==> src/rtl/spin_readout.sv <==
// spin_readout: run controller and phase readout for the coupled-cell oscillator array.
// Optional feature macro READOUT_SNAPSHOT_EN adds the SNAP register (offset 0x004).
`ifndef READOUT_ADDR_MASK
`define READOUT_ADDR_MASK 8'h43
`endif

module spin_readout #(
    parameter int N     = 8,
    parameter int CNT_W = 16
) (
    input  logic         clk,
    input  logic         axi_rstn,
    input  logic         wready,
    input  logic [31:0]  wr_addr,
    input  logic [31:0]  wdata,
    input  logic [31:0]  rd_addr,
    output logic [31:0]  rdata,
    input  logic [N-1:0] osc_in,
    output logic         ising_rstn
);
    typedef enum logic [2:0] {IDLE, HOLD, SETTLE, SAMPLE, DONE} state_t;
    localparam logic [CNT_W-1:0] CNT_MAX = '1;

    state_t           state, state_nxt;
    logic             busy, done;
    logic [N-1:0]     s_p0, s_p1;
    logic [CNT_W-1:0] settle_r, window_r, settle_l, window_l, settle_eff, phase_cnt;
    logic [CNT_W-1:0] mismatch     [N];
    logic [CNT_W-1:0] mismatch_nxt [N];
    logic [N-1:0]     spins;
    logic             wr_sel, rd_sel, ctrl_wr, start, abort, phase_last;
    logic             hold_entry, done_entry;
    logic [9:0]       wr_off, rd_off;
    logic [31:0]      rd_mux;
    logic             unused_bits;

    function automatic logic [CNT_W-1:0] sat_inc(input logic [CNT_W-1:0] v, input logic inc);
        if (inc && v != CNT_MAX) return v + CNT_W'(1);
        return v;
    endfunction

    assign wr_sel      = (wr_addr[31:24] == `READOUT_ADDR_MASK);
    assign rd_sel      = (rd_addr[31:24] == `READOUT_ADDR_MASK);
    assign wr_off      = wr_addr[11:2];
    assign rd_off      = rd_addr[11:2];
    assign unused_bits = ^{wr_addr, rd_addr, wdata};
    assign ctrl_wr     = wready && wr_sel && (wr_off == 10'h000);
    assign abort       = ctrl_wr && wdata[1];
    assign start       = ctrl_wr && wdata[0] && !wdata[1];
    assign settle_eff  = (settle_l == '0) ? CNT_W'(1) : settle_l;

    // Two-flop synchronizer stage (osc_in is asynchronous)
    always_ff @(posedge clk) begin
        s_p0 <= osc_in;
        s_p1 <= s_p0;
    end

    always_comb begin
        phase_last = 1'b0;
        case (state)
            HOLD:    phase_last = (phase_cnt == CNT_W'(3));
            SETTLE:  phase_last = (phase_cnt == settle_eff - CNT_W'(1));
            SAMPLE:  phase_last = (phase_cnt == window_l - CNT_W'(1));
            default: phase_last = 1'b0;
        endcase
    end

    always_ff @(posedge clk) begin
        if (!axi_rstn) state <= IDLE;
        else           state <= state_nxt;
    end

    always_comb begin
        state_nxt = state;
        if (abort) begin
            state_nxt = IDLE;
        end else begin
            case (state)
                IDLE, DONE: if (start) state_nxt = HOLD;
                HOLD:       if (phase_last) state_nxt = SETTLE;
                SETTLE:     if (phase_last) state_nxt = (window_l == '0) ? DONE : SAMPLE;
                SAMPLE:     if (phase_last) state_nxt = DONE;
                default:    state_nxt = IDLE;
            endcase
        end
    end

    always_comb begin
        busy = (state == HOLD) || (state == SETTLE) || (state == SAMPLE);
        done = (state == DONE);
    end

    assign hold_entry = (state_nxt == HOLD) && (state != HOLD);
    assign done_entry = (state_nxt == DONE) && (state != DONE);

    always_comb begin
        for (int i = 0; i < N; i++)
            mismatch_nxt[i] = (state == SAMPLE) ? sat_inc(mismatch[i], s_p1[i] ^ s_p1[0]) : mismatch[i];
    end

    // Control and run registers; the live run works from values latched on HOLD entry
    always_ff @(posedge clk) begin
        if (!axi_rstn) begin
            ising_rstn <= 1'b0;
            phase_cnt  <= '0;
            settle_r   <= CNT_W'(256);
            window_r   <= CNT_W'(1024);
            settle_l   <= '0;
            window_l   <= '0;
            spins      <= '0;
            for (int i = 0; i < N; i++) mismatch[i] <= '0;
        end else begin
            ising_rstn <= (state_nxt == SETTLE) || (state_nxt == SAMPLE) || (state_nxt == DONE);
            phase_cnt  <= (state_nxt != state) ? '0 : phase_cnt + CNT_W'(1);
            if (wready && wr_sel && wr_off == 10'h001) settle_r <= wdata[CNT_W-1:0];
            if (wready && wr_sel && wr_off == 10'h002) window_r <= wdata[CNT_W-1:0];
            if (hold_entry) begin
                settle_l <= settle_r;
                window_l <= window_r;
            end
            for (int i = 0; i < N; i++) mismatch[i] <= hold_entry ? '0 : mismatch_nxt[i];
            if (hold_entry) spins <= '0;
            else if (done_entry)
                for (int i = 0; i < N; i++) spins[i] <= (mismatch_nxt[i] > (window_l >> 1));
        end
    end

`ifdef READOUT_SNAPSHOT_EN
    logic [N-1:0] snap;
    always_ff @(posedge clk) begin
        if (!axi_rstn) snap <= '0;
        else if ((state == SAMPLE && state_nxt != SAMPLE) || (state == SETTLE && state_nxt == DONE))
            snap <= s_p1;
    end
`endif

    always_comb begin
        rd_mux = '0;
        if (rd_sel) begin
            case (rd_off)
                10'h000: rd_mux = {30'b0, busy, done};
                10'h001: rd_mux = 32'(settle_r);
                10'h002: rd_mux = 32'(window_r);
                10'h003: rd_mux = 32'(spins);
`ifdef READOUT_SNAPSHOT_EN
                10'h004: rd_mux = 32'(snap);
`endif
                default: rd_mux = '0;
            endcase
            for (int i = 0; i < N; i++)
                if (rd_off == 10'(256 + i)) rd_mux = 32'(mismatch[i]);
        end
    end

    always_ff @(posedge clk) begin
        if (!axi_rstn) rdata <= '0;
        else           rdata <= rd_mux;
    end

endmodule

==> config.mk <==
export PLATFORM = sky130hd
export DESIGN_NAME = spin_readout
export DESIGN_NICKNAME = d
export VERILOG_FILES = /design/src/rtl/spin_readout.sv
export SDC_FILE = /design/constraint.sdc
export NUM_CORES = 1
export LEC_CHECK = 0
export CELL_PAD_IN_SITES_DETAIL_PLACEMENT = 1
export CELL_PAD_IN_SITES_GLOBAL_PLACEMENT = 2
export CORE_UTILIZATION = 32
export DETAILED_ROUTE_END_ITERATION = 7
export PLACE_DENSITY = 0.82
export SETUP_SLACK_MARGIN = 0.5
export SYNTH_ARGS = -nofsm -noshare
export SYNTH_HDL_FRONTEND = slang
export SYNTH_SLANG_ARGS = --single-unit
==> constraint.sdc <==
create_clock -name clk -period 4.3 [get_ports clk]
set_clock_uncertainty 0.1 [all_clocks]
set_input_delay 0.43 -clock clk [delete_from_list [all_inputs] [get_ports clk]]
set_output_delay 0.43 -clock clk [all_outputs]
set_load 0.1 [all_outputs]
==> results by stage <==
Status:
- The flow ran to the end, and the final reports show no timing, DRC or antenna violations.

Placement:
- The number of I/O port buffers is 79.
- The detailed placement HPWL is 43.67 mm.
- Routability-driven placement finished with a final weighted congestion of 0.9174.

Floorplan:
- The height of the chip is 218.1 um.
- The floorplan die area is 47590 um^2.
- In this run the standard cell core region covers 45770 um^2.
- The initial utilization of the core area, before any placement, comes to 32.66%.
- From left edge to right edge, the die measures 218.1 um.
- The number of primary I/O pins is 140.
- The number of placement rows is 78.

Timing:
- The clock period minus worst slack is 4.019 ns.
- The number of pins exceeding their max-slew limit in the final report came to 0.
- The worst hold-check slack is 0.1815 ns.
- The final worst-path cycle share is 93.46%.
- The worst-margin pin slew is 0.9794 ns.
- The timing-limited maximum frequency is 0.2488 GHz.
- In the final timing run, aggregate negative setup slack is 0 ns.
- The number of hold-slack violations in the final timing report is 0.
- Setup violations remaining at the end of the flow were counted as 0.
- The relative slew slack is 34.50%.
- Setup repair after global routing could not meet its margin everywhere.

Global routing:
- The initial antenna violation count is 0.
- The remaining global-route overflow is 0.
- Entering global routing, the biggest net connects 80 pins.
- The first-pass GRT wire length is 89.43 mm.
- The total track usage is 24.65%.
- The number of global-route vias before repair came to 14570.

Drt:
- Once detail routing completed, the nets flagged for antenna violations numbered 0.
- In the routed design, unresolved DRC markers number 0.
- The total iterations of the first detailed-routing run is 4.
- The number of vias per cell after detailed routing is 5.611.
- The highest layer touched by signal routing is met4.
- The routed wire length is 58.78 mm.
- Summed over all nets, wire length on met2 after detailed routing comes to 27.95 mm.
- The wire length on met1 is 26.06 mm.
- The total number of vias is 14200.
- Dividing the detail-routed wire length by the instance count gives 23.23 um.
- Detailed routing placed a total of 2.529 mm of wire on met3.
- For this block, the initial DRC count from the detailed router was 1013.

Clock network:
- In this run the deepest clock path goes through 3 buffers.
- The count of hold buffers inserted by post-cts repair is 0.
- The number of levels the H-tree was split into is 1.
- After clock tree synthesis, the clock-pin slew on the worst setup and hold paths is 0.06 ns.
- The tree is rooted in a sky130_fd_sc_hd__clkbuf_16.
- The number of buffers created by CTS is 29.
- Clock latency on the worst-skew pair, taken at its later pin, is 0.60 ns.
- CTS saw 235 sinks.
- TritonCTS built the clock tree.

Worst setup path:
- The library cell contributing the largest single delay on the critical path is sky130_fd_sc_hd__or4_4.
- In this design, the stage delay of the slowest critical-path cell is 0.55 ns.
- STA classifies the critical path endpoint as a flip-flop.
- The worst setup path is launched from a flip-flop.
- The required time of the worst setup path is 4.66 ns.
- The data arrival time of the critical path is 4.38 ns.
- The largest fanout on the critical path is 4.
- The classification of the worst setup path is flip-flop to flip-flop.
- The signal on the critical path passes through or4_4 -> nor4_4 -> a21oi_2 -> nand2_1 -> o21ai_2 -> ha_4 -> buf_6 -> or3b_4 -> mux2i_1 -> xnor2_1 -> nand2_1 -> nor4_2 -> nand4_1 -> nor4b_4 -> buf_6 -> mux2_4 -> o2bb2ai_2.

Power and ir drop:
- In this run the static leakage power is 7.114 nW.
- Power spread over the standard cell area amounts to 285.3 nW/um^2.
- The worst supply voltage drop on vdd is 0.2851 mV.

Min path:
- The type of the worst min-delay path is input port to flip-flop.

Synth:
- By area the synthesized netlist is led by sky130_fd_sc_hd__dfxtp_1 (31%), sky130_fd_sc_hd__ha_1 (9.5%), sky130_fd_sc_hd__nand2_1 (6.2%).
- After synthesis the cells add up to 14950 um^2.
- Counting flops and latches in the post-synthesis netlist gives 235.
- The synthesized design contains 0 enable-type register cells.
- The fraction of the yosys area taken by sequential cells is 31.47%.
- The number of warning messages in the yosys log is 0.
- The share of async-settable or async-resettable flops after synthesis is 0%.
- After synthesis, the largest area contributor takes up 31.47% of total cell area.
- The top cell type by total area after synthesis is sky130_fd_sc_hd__dfxtp_1.
- Yosys mapped the design onto 78 distinct sky130hd cell types.
- In the synthesized netlist the dominant register cell turns out to be sky130_fd_sc_hd__dfxtp_1.
- The average instance area after synthesis is 8.319 um^2.
- In the synthesized netlist, the number of instances is 1797.

Layout:
- The number of nets in the layout is 2129.
- The number of inserted diodes is 0.
- The post-route netlist has 12.01% of its cells at a drive strength greater than 1.
- The area added between synthesis and finish is 20.87%.
- The most common library cell in the layout ignoring fill and taps is sky130_fd_sc_hd__nand2_1.
- In the layout the commonest cells are sky130_fd_sc_hd__nand2_1 (245), sky130_fd_sc_hd__dfxtp_1 (232), sky130_fd_sc_hd__ha_1 (113).

Flow run:
- The max-capacitance violation count is 0.
==> path summary, 6_finish.rpt <==
path	startpoint	to	slack, ns	cells past startpoint
min	osc_in[4]	s_p0[4]	0.18	1
min reg2reg	s_p0[0]	s_p1[0]	0.22	0
max reg2reg	settle_l[10]	state[0]	0.28	17
max	settle_l[10]	state[0]	0.28	17
==> critical path: cells and delay by family, from the launching register on <==
| kind | cells | cell delay, ns |
|---|---|---|
| and+or+nand+nor | 8 | 2.11 |
| muxes | 2 | 0.46 |
| DFF | 1 | 0.32 |
| buffers and inverters | 2 | 0.28 |
| AOI/OAI and AO/OA | 3 | 0.27 |
| adders and majority gates | 1 | 0.19 |
| xor gates and xnor gates | 1 | 0.17 |
==> flip-flops by register name (all words and copies together) (netlist names) <==
name / flops
rdata: 16
settle_r: 16
s_p0: 8
s_p1: 8
spins: 7
ising_rstn: 1
state: 3
window_r: 16
window_l: 16
mismatch: 112
phase_cnt: 16
settle_l: 16
==> area by class of cell <==
| class | count | area [um^2] |
|---|---|---|
| Clock inverter | 18 | 267.8 |
| Tap cell | 600 | 750.7 |
| Fill cell | 5386 | 27700 |
| Clock buffer | 36 | 782.0 |
| Inverter | 33 | 123.9 |
| Timing Repair Buffer | 160 | 1429 |
| Sequential cell | 235 | 4708 |
| Multi-Input combinational cell | 1449 | 10010 |
==> kinds of logic after synthesis <==
logic type | after synthesis | synth area share (%)
AOI/OAI and AO/OA | 317 | 14.59
xor gates and xnor gates | 135 | 7.909
adders and majority gates | 114 | 9.541
buffers and inverters | 129 | 3.724
DFF | 235 | 31.47
muxes | 64 | 4.662
other | 1 | 0.02508
and+or+nand+nor | 802 | 28.08
==> metrics by stage <==
stage / setup WS (ns) / instance area [um^2] / power [mW] / instances / utilization (%)
floorplan: 0.3209 / 15090 / 2.387 / 1812 / -
global placement: 0.2549 / 16690 / 2.478 / 2461 / 36.46
detailed placement: 0.1552 / 16690 / 2.480 / 2461 / 36.46
CTS: 0.2992 / 17940 / 5.191 / 2525 / 39.20
global route: 0.1185 / 18070 / 5.302 / 2531 / 39.48
finish: 0.2813 / 18070 / 5.155 / 2531 / 39.48
==> cells in the mapped netlist (8+ instances only) <==
cell type                    n
sky130_fd_sc_hd__a31oi_1     9
sky130_fd_sc_hd__clkbuf_1   66
sky130_fd_sc_hd__nand2b_1   11
sky130_fd_sc_hd__a21oi_1    54
sky130_fd_sc_hd__nand4_1    50
sky130_fd_sc_hd__or3_1      10
sky130_fd_sc_hd__and4_1     22
sky130_fd_sc_hd__a211oi_1   15
sky130_fd_sc_hd__nor3_1     46
sky130_fd_sc_hd__o21a_1     13
sky130_fd_sc_hd__and2_1     90
sky130_fd_sc_hd__nor2_1    115
sky130_fd_sc_hd__nor3b_1     8
sky130_fd_sc_hd__and3_1     51
sky130_fd_sc_hd__mux2i_1    34
sky130_fd_sc_hd__buf_4      17
sky130_fd_sc_hd__xor2_1     51
sky130_fd_sc_hd__dfxtp_1   235
sky130_fd_sc_hd__nand2_1   246
sky130_fd_sc_hd__o22ai_1    19
sky130_fd_sc_hd__nor4_1     25
sky130_fd_sc_hd__xnor2_1    84
sky130_fd_sc_hd__ha_1      114
sky130_fd_sc_hd__inv_1      32
sky130_fd_sc_hd__o211ai_1   14
sky130_fd_sc_hd__o21ai_0    48
sky130_fd_sc_hd__a22oi_1    19
sky130_fd_sc_hd__nor2b_1    26
sky130_fd_sc_hd__mux2_2     27
sky130_fd_sc_hd__a21boi_0   63
sky130_fd_sc_hd__nand3_1    57
sky130_fd_sc_hd__a221oi_1    9
==> report_power, final <==
group          leakage (nW)  internal (mW)  total, mW  switching, mW
Clock                 0.514           1.66       2.71           1.05
Combinational          4.70         0.0902      0.249          0.159
Sequential             1.90           2.19       2.20        0.00784
==> routing by layer <==
metal | vias to the layer above | GRT usage [%]
li1 | 6672 | -
met1 | 7066 | 32.16
met2 | 358 | 41.78
met3 | 105 | 2.617
met4 | 0 | 8.904
met5 | - | 0
==> timing repair <==
action	CTS	global route
pin swaps	16	9
gates cloned	1	0
resized for setup	34	18
setup endpoints to repair	26	27
buffers inserted	9	6
No activity file was read; power rests on OpenSTA's default activity.
